<file path="src/rtl/dsp_shift_pkg.sv">
// Shared definitions for the tap-line blocks: FSM state encoding and a
// slice-extraction helper for packed multi-tap words.
package dsp_shift_pkg;

  localparam logic [1:0] ST_IDLE  = 2'd0;
  localparam logic [1:0] ST_SHIFT = 2'd1;
  localparam logic [1:0] ST_GAP   = 2'd2;

  // Widest packed word the helper handles; callers zero-extend into it.
  localparam int unsigned SLICE_WORD_MAX = 1024;

  function automatic logic [SLICE_WORD_MAX-1:0] tap_slice(
    input logic [SLICE_WORD_MAX-1:0] word,
    input int unsigned               idx,
    input int unsigned               w
  );
    return word >> (idx * w);
  endfunction

endpackage

</file>
<file path="src/rtl/taps_serializer_hold.sv">
// Second taps holding register with full flag; lets the next word wait while
// the current one is still being serialized.
module taps_serializer_hold #(
  parameter int RAM_WIDTH = 32
) (
  input  logic                 clk_i,
  input  logic                 rst_n_i,
  input  logic                 clken_i,
  input  logic                 sclr_i,
  input  logic                 load_i,
  input  logic                 drain_i,
  input  logic [RAM_WIDTH-1:0] word_i,
  output logic [RAM_WIDTH-1:0] word_o,
  output logic                 full_o
);

  logic [RAM_WIDTH-1:0] word_q, word_d;
  logic                 full_q, full_d;

  // A load in the same cycle as a drain replaces the departing word.
  always_comb begin
    word_d = word_q;
    full_d = full_q;
    if (load_i) begin
      word_d = word_i;
      full_d = 1'b1;
    end else if (drain_i) begin
      full_d = 1'b0;
    end
  end

  always_ff @(posedge clk_i or negedge rst_n_i) begin
    if (!rst_n_i) begin
      word_q <= '0;
      full_q <= 1'b0;
    end else if (clken_i) begin
      if (sclr_i) begin
        word_q <= '0;
        full_q <= 1'b0;
      end else begin
        word_q <= word_d;
        full_q <= full_d;
      end
    end
  end

  assign word_o = word_q;
  assign full_o = full_q;

endmodule

</file>
<file path="src/rtl/taps_serializer.sv">
// Parallel-in / serial-out taps serializer: replays a packed taps word oldest
// slice first. Define TAPS_SERIALIZER_DBUF_EN for the double-buffered variant.
module taps_serializer
  import dsp_shift_pkg::*;
#(
  parameter int number_of_taps = 4,
  parameter int tap_distance   = 3,
  parameter int width          = 8,
  parameter int RAM_WIDTH      = width * number_of_taps
) (
  input  logic                 clock,
  input  logic                 aclr_n,
  input  logic                 clken,
  input  logic                 sclr,
  input  logic [RAM_WIDTH-1:0] taps,
  input  logic                 taps_valid,
  output logic                 taps_ready,
  output logic [width-1:0]     shiftout,
  output logic                 shiftout_valid,
  input  logic                 shiftout_ready,
  output logic                 shiftout_last
);

  localparam int CW = $clog2(number_of_taps);
  localparam int GW = $clog2(tap_distance) + 1;
  localparam logic [CW-1:0] CNT_TOP = CW'(number_of_taps - 1);
  localparam logic [GW-1:0] GAP_TOP = GW'(tap_distance - 1);

  function automatic logic [width-1:0] slice_of(input logic [RAM_WIDTH-1:0] w,
                                                input logic [CW-1:0] i);
    return width'(tap_slice(SLICE_WORD_MAX'(w), 32'(i), 32'(width)));
  endfunction

  logic [1:0]           state_q, state_d;
  logic [CW-1:0]        cnt_q, cnt_d;
  logic [GW-1:0]        gap_q, gap_d;
  logic [RAM_WIDTH-1:0] word_q, word_d;
  logic [width-1:0]     out_q, out_d;
  logic                 vld_q, vld_d;
  logic                 last_q, last_d;

  logic                 en_fire, taps_fire, beat_fire, refill, adv;
  logic [RAM_WIDTH-1:0] refill_word, adv_word;
  logic [CW-1:0]        adv_idx;
  logic                 hold_full;
  logic [RAM_WIDTH-1:0] hold_word;

  assign en_fire   = clken && !sclr;
  assign taps_fire = en_fire && taps_valid && taps_ready;
  assign beat_fire = en_fire && vld_q && shiftout_ready;

`ifdef TAPS_SERIALIZER_DBUF_EN
  logic done, hold_load, hold_drain;

  assign done       = beat_fire && (state_q == ST_SHIFT) && (cnt_q == '0);
  assign taps_ready = !hold_full;
  assign hold_drain = done && hold_full;
  // A word arriving just as the current one finishes with an empty holder
  // bypasses the holder and goes straight into the shift register.
  assign hold_load  = taps_fire && (state_q != ST_IDLE) && !(done && !hold_full);

  taps_serializer_hold #(.RAM_WIDTH(RAM_WIDTH)) u_hold (
    .clk_i   (clock),
    .rst_n_i (aclr_n),
    .clken_i (clken),
    .sclr_i  (sclr),
    .load_i  (hold_load),
    .drain_i (hold_drain),
    .word_i  (taps),
    .word_o  (hold_word),
    .full_o  (hold_full)
  );
`else
  assign taps_ready = (state_q == ST_IDLE);
  assign hold_full  = 1'b0;
  assign hold_word  = '0;
`endif

  assign refill      = hold_full || (taps_fire && (state_q != ST_IDLE));
  assign refill_word = hold_full ? hold_word : taps;

  always_comb begin
    state_d  = state_q;
    cnt_d    = cnt_q;
    gap_d    = gap_q;
    word_d   = word_q;
    out_d    = out_q;
    vld_d    = vld_q;
    last_d   = last_q;
    adv      = 1'b0;
    adv_word = word_q;
    adv_idx  = cnt_q;
    case (state_q)
      ST_IDLE: begin
        if (taps_fire) begin
          word_d  = taps;
          cnt_d   = CNT_TOP;
          out_d   = slice_of(taps, CNT_TOP);
          vld_d   = 1'b1;
          last_d  = 1'b0;
          state_d = ST_SHIFT;
        end
      end
      ST_SHIFT: begin
        if (beat_fire) begin
          if (cnt_q != '0) begin
            adv     = 1'b1;
            adv_idx = cnt_q - 1'b1;
          end else if (refill) begin
            adv      = 1'b1;
            adv_word = refill_word;
            adv_idx  = CNT_TOP;
            word_d   = refill_word;
          end else begin
            state_d = ST_IDLE;
            vld_d   = 1'b0;
            last_d  = 1'b0;
          end
          cnt_d = adv_idx;
        end
      end
      ST_GAP: begin
        if (en_fire) begin
          if (gap_q <= GW'(1)) begin
            state_d = ST_SHIFT;
            out_d   = slice_of(word_q, cnt_q);
            vld_d   = 1'b1;
            last_d  = (cnt_q == '0);
            gap_d   = '0;
          end else begin
            gap_d = gap_q - 1'b1;
          end
        end
      end
      default: state_d = ST_IDLE;
    endcase
    // Next slice either follows immediately or after the inter-beat gap.
    if (adv) begin
      if (tap_distance > 1) begin
        state_d = ST_GAP;
        vld_d   = 1'b0;
        last_d  = 1'b0;
        gap_d   = GAP_TOP;
      end else begin
        state_d = ST_SHIFT;
        out_d   = slice_of(adv_word, adv_idx);
        vld_d   = 1'b1;
        last_d  = (adv_idx == '0);
      end
    end
  end

  always_ff @(posedge clock or negedge aclr_n) begin
    if (!aclr_n) begin
      state_q <= ST_IDLE;
      cnt_q   <= '0;
      gap_q   <= '0;
      word_q  <= '0;
      out_q   <= '0;
      vld_q   <= 1'b0;
      last_q  <= 1'b0;
    end else if (clken) begin
      if (sclr) begin
        state_q <= ST_IDLE;
        cnt_q   <= '0;
        gap_q   <= '0;
        word_q  <= '0;
        out_q   <= '0;
        vld_q   <= 1'b0;
        last_q  <= 1'b0;
      end else begin
        state_q <= state_d;
        cnt_q   <= cnt_d;
        gap_q   <= gap_d;
        word_q  <= word_d;
        out_q   <= out_d;
        vld_q   <= vld_d;
        last_q  <= last_d;
      end
    end
  end

  assign shiftout       = out_q;
  assign shiftout_valid = vld_q;
  assign shiftout_last  = last_q;

endmodule
</file>
<file path="config.mk">
export PLATFORM = sky130hd
export DESIGN_NAME = taps_serializer
export DESIGN_NICKNAME = d
export VERILOG_FILES = /design/src/rtl/dsp_shift_pkg.sv /design/src/rtl/taps_serializer_hold.sv /design/src/rtl/taps_serializer.sv
export SDC_FILE = /design/constraint.sdc
export NUM_CORES = 1
export LEC_CHECK = 0
export CAP_MARGIN = 10
export CELL_PAD_IN_SITES_DETAIL_PLACEMENT = 0
export CELL_PAD_IN_SITES_GLOBAL_PLACEMENT = 1
export CORE_MARGIN = 4
export CORE_UTILIZATION = 44
export DETAILED_ROUTE_END_ITERATION = 10
export PLACE_DENSITY_LB_ADDON = 0.1
export SKIP_LAST_GASP = 1
export SYNTH_ARGS = -nofsm -noshare
export SYNTH_HDL_FRONTEND = slang
export SYNTH_SLANG_ARGS = --single-unit
</file>
<file path="constraint.sdc">
create_clock -name clock -period 2.95 [get_ports clock]
set_input_delay 0.885 -clock clock [delete_from_list [all_inputs] [get_ports clock]]
set_output_delay 0.885 -clock clock [all_outputs]
set_load 0.01 [all_outputs]
</file>
==> impl_metrics.py, run 1 <==
metrics = {
    "status": {
        "status": "finished, final reports clean",
    },
    "pwr": {
        "combPwrFrac": 0.277,
        "power.leakage_uw": 0.00127,
        "power.switching_uw": 539,
        "power_uw": 1890,
        "p_seq_frac": 0.465,
        "p_int_uw": 1350,
        "p_clk_frac": 0.258,
        "powerDensity_mw_per_mm2": 637,
        "vdd_drop_max_mv": 0.332,
        "swShare": 0.286,
    },
    "routing": {
        "drt_iter0_drc": 45,
        "drc_errors": 0,
        "drt-total-wl_um": 5210,
        "avgViaCountPerCell": 5.68,
        "final_antenna_net_count": 0,
        "dr.pass1.iters": 4,
        "wl_per_cell_um": 17.8,
        "vias": 1664,
    },
    "setup_path": {
        "path_delay_family": "buffers and inverters",
        "crit_chain": "nor2_2, clkdlybuf4s50_1",
        "path_max_fanout": 11,
        "cp-end-kind": "output port",
        "worst_path_largest_cell_delay_ns": 0.56,
        "critPathBufInv": 1,
        "crit_slowest_cell": "clkdlybuf4s50_1",
        "worst_setup_path_start_kind": "flip-flop",
        "worstSetupPathType": "flip-flop to output port",
        "cp.arrival_ns": 1.62,
        "crit_required_ns": 2.07,
    },
    "sta": {
        "max_freq_mhz": 399,
        "finClkSkew_ns": 0.00608,
        "rsz0062_at_grt": "no",
        "hold_slack_ns": 0.497,
        "max_slew_margin": 0.518,
        "layout_setup_ws_ns": 0.444,
        "fin_setup_tns_ns": 0,
        "slew_viol_final": 0,
        "setup_viol": 0,
        "post-route-period-util": 0.849,
        "period_needed_ns": 2.51,
        "worst_slew_pin_slew_ns": 0.722,
        "hold_violations": 0,
    },
    "logic_synthesis": {
        "yosys_register_bits": 49,
        "avgSynthCellArea_um2": 13.4,
        "synth_cell_types": 41,
        "yosys_warnings": 0,
        "syn_inst": 173,
        "async_flop_share": 1.00,
        "synth_area_mm2": 0.00232,
        "synth_flop_cell": "dfrtp_1",
        "syn_nets": 214,
        "synth_edf_count": 0,
        "synth.yosys.seq_area_share": 0.529,
    },
    "cts": {
        "cts_tree": "done",
        "cts_hold_buf": 0,
        "postCtsResizedCells": 0,
        "root_buffer": "clkbuf_8",
        "cts.clk_slew.worst_paths_ns": 0.08,
        "post_cts_buffers": 0,
        "worstSkewPairLatency_ns": 0.30,
        "cts_buffers": 5,
        "ctsHtreeMaxLevel": 2,
        "clk_path_buf_depth": 2,
        "cts_sinks": 49,
    },
    "global_route": {
        "overflow": 0,
        "grt_max_degree": 33,
        "grt_pass1_vias": 1780,
        "grt_pass1_wl_um": 8850,
        "grtUsageTotal": 0.178,
        "grt_antenna_before_repair": 0,
    },
    "final_layout": {
        "stdcell_count": 293,
        "final_common_cell": "dfrtp_1",
        "num_antenna_cells": 0,
        "fillers": 447,
        "drive_gt1_frac": 0.135,
        "nNetsFinal": 263,
        "areaGrowthSynthToFinish_pct": 27.7,
        "final_cell_mix": "dfrtp_1, clkdlybuf4s50_1, a22o_1",
    },
    "floorplan": {
        "row_count": 26,
        "dieArea_mm2": 0.00650,
        "core_area_mm2": 0.00511,
        "pin_count": 49,
        "initial_core_util": 0.454,
        "chipWidth_um": 80.6,
        "die_h_um": 80.6,
    },
    "placed_design": {
        "place_ws_ns": 0.319,
        "dp_hpwl_um": 3830,
        "io_buffers": 48,
        "placed_cells": 285,
        "globalplace.congestion": 0.834,
    },
    "hold_path": {
        "hold_path_class": "input port to asynchronous set/reset pin",
    },
    "job": {
        "maxCapViolations": 0,
    },
}
[area by class of cell]
cell class	count	area (µm²)	area share
Tap cell	70	87.6	0.0296
Sequential cell	49	1230	0.414
Clock buffer	7	86.3	0.0291
Inverter	9	33.8	0.0114
Multi-Input combinational cell	100	956	0.323
Clock inverter	1	30.0	0.0101
Timing Repair Buffer	57	543	0.183
[flip-flops by register name, indices dropped and copies added, names as in the netlist]
| register | cells |
|---|---|
| word_q | 32 |
| shiftout | 8 |
| gap_q | 3 |
| cnt_q | 2 |
| state_q | 2 |
| shiftout_last | 1 |
| shiftout_valid | 1 |
[synthesized netlist by cell type, types with 2 or more instances]
library cell / count / area, µm²
a2111o_1: 2 / 22.5
nand2b_1: 2 / 12.5
dfrtp_1: 49 / 1230
ha_1: 3 / 37.5
o21ai_1: 3 / 15.0
clkbuf_1: 2 / 7.51
inv_1: 7 / 26.3
mux2i_1: 8 / 80.1
a21oi_1: 3 / 15.0
buf_2: 5 / 25.0
nor2_1: 2 / 7.51
buf_6: 4 / 45.0
o2bb2ai_1: 9 / 78.8
a41oi_1: 3 / 26.3
mux2_1: 2 / 22.5
inv_2: 2 / 7.51
mux4_2: 8 / 180
a22o_1: 32 / 280
or2_1: 2 / 12.5
buf_4: 3 / 22.5
nand2_1: 2 / 7.51
[layer usage]
| layer | track usage | share of wire | vias to the layer above |
|---|---|---|---|
| li1 | - | - | 766 |
| met1 | 0.222 | 0.43 | 850 |
| met2 | 0.303 | 0.50 | 40 |
| met3 | 0.0471 | 0.053 | 8 |
| met4 | 0.0490 | 0.012 | 0 |
| met5 | 0 | 0 | - |
[power by group through the flow]
| stage | Clock (µW) | Combinational (µW) | Sequential, µW |
|---|---|---|---|
| after floorplan | 0 | 357 | 854 |
| final | 488 | 522 | 877 |
| after CTS | 503 | 532 | 880 |
| after global routing | 531 | 575 | 895 |
| after global placement | 0 | 514 | 891 |
| after detailed placement | 0 | 529 | 892 |
[path summary, 6_finish.rpt]
kind | startpoint | end | slack [ns] | cells past startpoint
worst max-delay path | state_q[0] | taps_ready | 0.44 | 2
max in group asynchronous | aclr_n | word_q[23] | 1.84 | 2
worst max register to register | cnt_q[1] | cnt_q[0] | 0.95 | 5
min in group clock | word_q[24] | word_q[24] | 0.50 | 1
worst min register to register | word_q[24] | word_q[24] | 0.50 | 1
worst min-delay path | aclr_n | shiftout_valid | 0.50 | 1
[logic make-up after synthesis]
group                    Yosys count  share of synthesized area
buffers and inverters             24                     0.0593
AO/OA/AOI/OAI                     62                      0.231
adder cells (fa/ha/maj)            3                     0.0162
multiplexers                      18                      0.122
AND/OR/NAND/NOR                   17                     0.0426
flip-flops                        49                      0.529
[per-stage QoR]
| stage | area (µm²) | utilization |
|---|---|---|
| finish | 2960 | 0.580 |
| global route | 2960 | 0.580 |
| CTS | 2960 | 0.580 |
| detailed placement | 2850 | 0.557 |
| global placement | 2850 | 0.557 |
| floorplan | 2320 | - |
Power figures use the tool's default switching activity.
==> run 2: changes to the inputs <==
- CORE_UTILIZATION: 44 -> 41
- clock period: 2.95 -> 2.5 ns (I/O delays scaled with it)
==> run 2 against run 1 <==
  * Critical path depth did not move
  * First-iteration DRC count increased by 100%
  * Global-route usage decreased by 0.76 points
  * Highest routed layer unchanged
  * Die area up 6.6%
  * Wire length grew 7.3%
==> impl_metrics.py, run 2 (synthesis gave the netlist of run 1 again) <==
metrics = {
    "status": {
        "status": "finished, final reports clean",
    },
    "setup_path": {
        "cp.arrival_ns": 1.55,
        "worstSetupPathType": "flip-flop to output port",
        "ff2ff_path_depth": 6,
        "reg2reg_to": "state_q[0]",
        "crit_slowest_cell": "clkdlybuf4s50_1",
        "crit_required_ns": 1.75,
        "timing.rr.start": "gap_q[1]",
        "crit_chain": "nor2_2, clkdlybuf4s50_1",
        "cp-end-kind": "output port",
        "path_max_fanout": 8,
        "r2r_slack_ns": 0.64,
        "worst_path_largest_cell_delay_ns": 0.56,
        "critPathBufInv": 1,
        "worstSetupPathDepth": 2,
        "path_delay_family": "buffers and inverters",
        "worst_setup_path_start_kind": "flip-flop",
        "crit_end": "taps_ready",
        "critPathLaunch": "state_q[1]",
    },
    "cts": {
        "cts_sinks": 49,
        "postCtsResizedCells": 0,
        "ctsHtreeMaxLevel": 2,
        "cts_hold_buf": 0,
        "cts_buffers": 5,
        "post_cts_buffers": 0,
        "cts.clk_slew.worst_paths_ns": 0.09,
        "clk_path_buf_depth": 2,
        "root_buffer": "clkbuf_8",
        "cts_tree": "done",
        "worstSkewPairLatency_ns": 0.30,
    },
    "placed_design": {
        "io_buffers": 48,
        "place_ws_ns": -0.0543,
        "placed_cells": 291,
        "dp_hpwl_um": 4020,
        "globalplace.congestion": 0.862,
    },
    "sta": {
        "period_needed_ns": 2.30,
        "layout_setup_ws_ns": 0.197,
        "hold_slack_ns": 0.443,
        "finClkSkew_ns": 0.00745,
        "fin_setup_tns_ns": 0,
        "post-route-period-util": 0.921,
        "hold_violations": 0,
        "worst_slew_pin_slew_ns": 0.594,
        "rsz0062_at_grt": "no",
        "setup_viol": 0,
        "slew_viol_final": 0,
        "max_freq_mhz": 434,
        "max_slew_margin": 0.604,
    },
    "final_layout": {
        "drive_gt1_frac": 0.154,
        "final_common_cell": "dfrtp_1",
        "areaGrowthSynthToFinish_pct": 28.9,
        "multiInputGateArea_um2": 956,
        "num_antenna_cells": 0,
        "nNetsFinal": 267,
        "fillers": 480,
        "final_cell_mix": "dfrtp_1, clkdlybuf4s50_1, a22o_1",
        "largest_reg_flops": 32,
        "seqCellArea_mm2": 0.00123,
        "stdcell_count": 299,
        "regMostFlops": "word_q",
    },
    "global_route": {
        "grtUsageTotal": 0.170,
        "grt_max_degree": 33,
        "overflow": 0,
        "grt_pass1_vias": 1845,
        "grt_pass1_wl_um": 9360,
        "grt_antenna_before_repair": 0,
    },
    "hold_path": {
        "hold_path_class": "input port to asynchronous set/reset pin",
    },
    "floorplan": {
        "chipWidth_um": 83.2,
        "row_count": 27,
        "initial_core_util": 0.421,
        "dieArea_mm2": 0.00693,
        "die_h_um": 83.2,
        "core_area_mm2": 0.00551,
        "pin_count": 49,
    },
    "job": {
        "maxCapViolations": 0,
    },
    "routing": {
        "dr.pass1.iters": 4,
        "vias": 1666,
        "avgViaCountPerCell": 5.57,
        "drt-total-wl_um": 5590,
        "drc_errors": 0,
        "wl_per_cell_um": 18.7,
        "final_antenna_net_count": 0,
        "drt_iter0_drc": 92,
    },
    "pwr": {
        "power.leakage_uw": 0.00129,
        "power_uw": 2150,
        "vdd_drop_max_mv": 0.362,
        "powerDensity_mw_per_mm2": 720,
    },
}
## run 2: report_power, final
group / total [µW] / internal, µW / leakage [µW] / switching [µW]
clock network: 458 / 194 / 0.0000439 / 265
registers: 1000 / 920 / 0.000653 / 80.6
logic: 693 / 367 / 0.000592 / 326
## run 2: cell type report
cell class / count / share of cell area
clock buffer: 5 / 0.0230
multi-input combinational: 100 / 0.320
clock inverter: 3 / 0.00586
timing repair buffer: 61 / 0.200
sequential: 49 / 0.410
inverter: 9 / 0.0113
tap: 72 / 0.0301
## run 2: stage by stage
stage           util  cell area, µm²
6_report       0.543            2990
5_1_grt        0.543            2990
4_1_cts        0.543            2990
3_5_place_dp   0.527            2900
3_3_place_gp   0.527            2900
2_1_floorplan      -            2320
## run 2: layer usage
| metal | vias to the layer above | routed length [µm] | share of wire | track usage |
|---|---|---|---|---|
| li1 | 776 | - | - | - |
| met1 | 842 | 2490 | 0.45 | 0.226 |
| met2 | 41 | 2790 | 0.50 | 0.285 |
| met3 | 7 | 224 | 0.040 | 0.0357 |
| met4 | 0 | 80 | 0.014 | 0.0416 |
| met5 | - | 0 | 0 | 0 |
## run 2: how the worst min path moves through the flow
stage | end | slack [ns] | depth (start not counted)
floorplan | cnt_q[0] | 0.45 | 0
global route | state_q[0] | 0.48 | 1
detailed placement | shiftout[5] | 0.49 | 1
CTS | cnt_q[1] | 0.46 | 1
finish | state_q[0] | 0.44 | 1
global placement | shiftout[3] | 0.48 | 1
## run 2: worst reg2reg max path: cells and delay by family, from the launching register on
| kind | cells | cell delay (ns) |
|---|---|---|
| compound gates | 4 | 1.11 |
| flops | 1 | 0.38 |
| buf+inv | 1 | 0.07 |
| fa+ha+maj | 1 | 0.17 |
==> run 3: changes to the inputs <==
- PLACE_DENSITY: not set -> 0.87
- PLACE_DENSITY_LB_ADDON: 0.1 -> not set
==> run 3 against run 2 <==
  * Clock skew increased by 0.0045 ns
  * First-iteration DRC count increased by 84%
  * Clock power increased by 26%
  * Non-clock buffer count decreased by 1
  * Largest cell class unchanged
==> impl_metrics.py, run 3 (synthesis gave the netlist of run 1 again) <==
metrics = {
    "status": {
        "status": "finished, final reports clean",
    },
    "global_route": {
        "overflow": 0,
        "grt_pass1_vias": 1707,
        "grt_max_degree": 33,
        "grt_antenna_before_repair": 0,
        "grtUsageTotal": 0.152,
        "grt_pass1_wl_um": 8530,
    },
    "setup_path": {
        "crit_required_ns": 1.75,
        "ff2ff_path_depth": 5,
        "r2r_slack_ns": 0.56,
        "reg2reg_to": "cnt_q[0]",
        "path_max_fanout": 11,
        "timing.rr.start": "cnt_q[1]",
        "worstSetupPathType": "flip-flop to output port",
        "worst_setup_path_start_kind": "flip-flop",
        "cp-end-kind": "output port",
        "cp.arrival_ns": 1.62,
    },
    "placed_design": {
        "io_buffers": 48,
        "globalplace.congestion": 0.862,
        "dp_hpwl_um": 3590,
        "place_ws_ns": 0.00898,
        "placed_cells": 290,
    },
    "sta": {
        "finClkSkew_ns": 0.0119,
        "slew_viol_final": 0,
        "fin_setup_tns_ns": 0,
        "rsz0062_at_grt": "no",
        "layout_setup_ws_ns": 0.133,
        "hold_slack_ns": 0.350,
        "hold_violations": 0,
        "worst_slew_pin_slew_ns": 0.433,
        "setup_viol": 0,
        "max_freq_mhz": 423,
        "period_needed_ns": 2.37,
        "max_slew_margin": 0.712,
        "post-route-period-util": 0.947,
    },
    "cts": {
        "worstSkewPairLatency_ns": 0.31,
        "postCtsResizedCells": 0,
        "ctsHtreeMaxLevel": 2,
        "root_buffer": "clkbuf_8",
        "cts_buffers": 5,
        "cts_sinks": 49,
        "clk_path_buf_depth": 2,
        "cts_tree": "done",
        "cts_hold_buf": 0,
        "cts.clk_slew.worst_paths_ns": 0.10,
        "post_cts_buffers": 0,
    },
    "routing": {
        "dr.pass1.iters": 4,
        "wl_per_cell_um": 17.0,
        "drt-total-wl_um": 5060,
        "drt_iter0_drc": 169,
        "vias": 1649,
        "avgViaCountPerCell": 5.53,
        "drc_errors": 0,
        "final_antenna_net_count": 0,
    },
    "final_layout": {
        "final_common_cell": "dfrtp_1",
        "areaGrowthSynthToFinish_pct": 28.6,
        "final_cell_mix": "dfrtp_1, clkdlybuf4s50_1, a22o_1",
        "regMostFlops": "word_q",
        "nNetsFinal": 266,
        "stdcell_count": 298,
        "largest_reg_flops": 32,
        "drive_gt1_frac": 0.150,
        "num_antenna_cells": 0,
    },
    "floorplan": {
        "die_h_um": 83.2,
        "row_count": 27,
        "core_area_mm2": 0.00551,
        "chipWidth_um": 83.2,
        "initial_core_util": 0.421,
        "pin_count": 49,
        "dieArea_mm2": 0.00693,
    },
    "job": {
        "maxCapViolations": 0,
    },
    "pwr": {
        "power_uw": 2220,
        "vdd_drop_max_mv": 0.345,
        "power.leakage_uw": 0.00129,
        "powerDensity_mw_per_mm2": 746,
    },
    "hold_path": {
        "hold_path_class": "input port to asynchronous set/reset pin",
    },
}
run 3: layout make-up:
type	instances	area, µm²
tap	72	90.1
sequential	49	1230
fill	476	2520
clock buffer	5	68.8
clock inverter	3	43.8
timing repair buffer	60	566
inverter	9	33.8
multi-input combinational	100	956
run 3: where the power goes:
part / internal (µW) / leakage [µW] / switching (µW)
Combinational: 347 / 0.000577 / 263
Clock: 300 / 0.0000585 / 279
Sequential: 920 / 0.000653 / 116
Total: 1570 / 0.00129 / 658
run 3: routing by layer:
metal / track usage / wire length, µm
met1: 0.208 / 2390
met2: 0.236 / 2360
met3: 0.0357 / 240
met4: 0.0505 / 65
met5: 0 / 0
run 3: worst max path at each step:
| stage | from | end | slack, ns |
|---|---|---|---|
| 2_1_floorplan | sclr | cnt_q[0] | 0.63 |
| 3_3_place_gp | sclr | cnt_q[0] | 0.04 |
| 3_5_place_dp | sclr | cnt_q[0] | 0.009 |
| 4_1_cts | state_q[0] | taps_ready | 0.12 |
| 5_1_grt | state_q[0] | taps_ready | 0.05 |
| 6_report | state_q[0] | taps_ready | 0.13 |
run 3: worst max-delay path: stages (launching register included):
cell and delay (ns):
dfrtp_1 0.54, nor2_2 0.22, clkdlybuf4s50_1 0.55
run 3: per-stage QoR:
step / utilization / instance area, µm²
6_report: 0.542 / 2980
5_1_grt: 0.542 / 2980
3_3_place_gp: 0.521 / 2870
3_5_place_dp: 0.521 / 2870
2_1_floorplan: - / 2320
4_1_cts: 0.542 / 2980
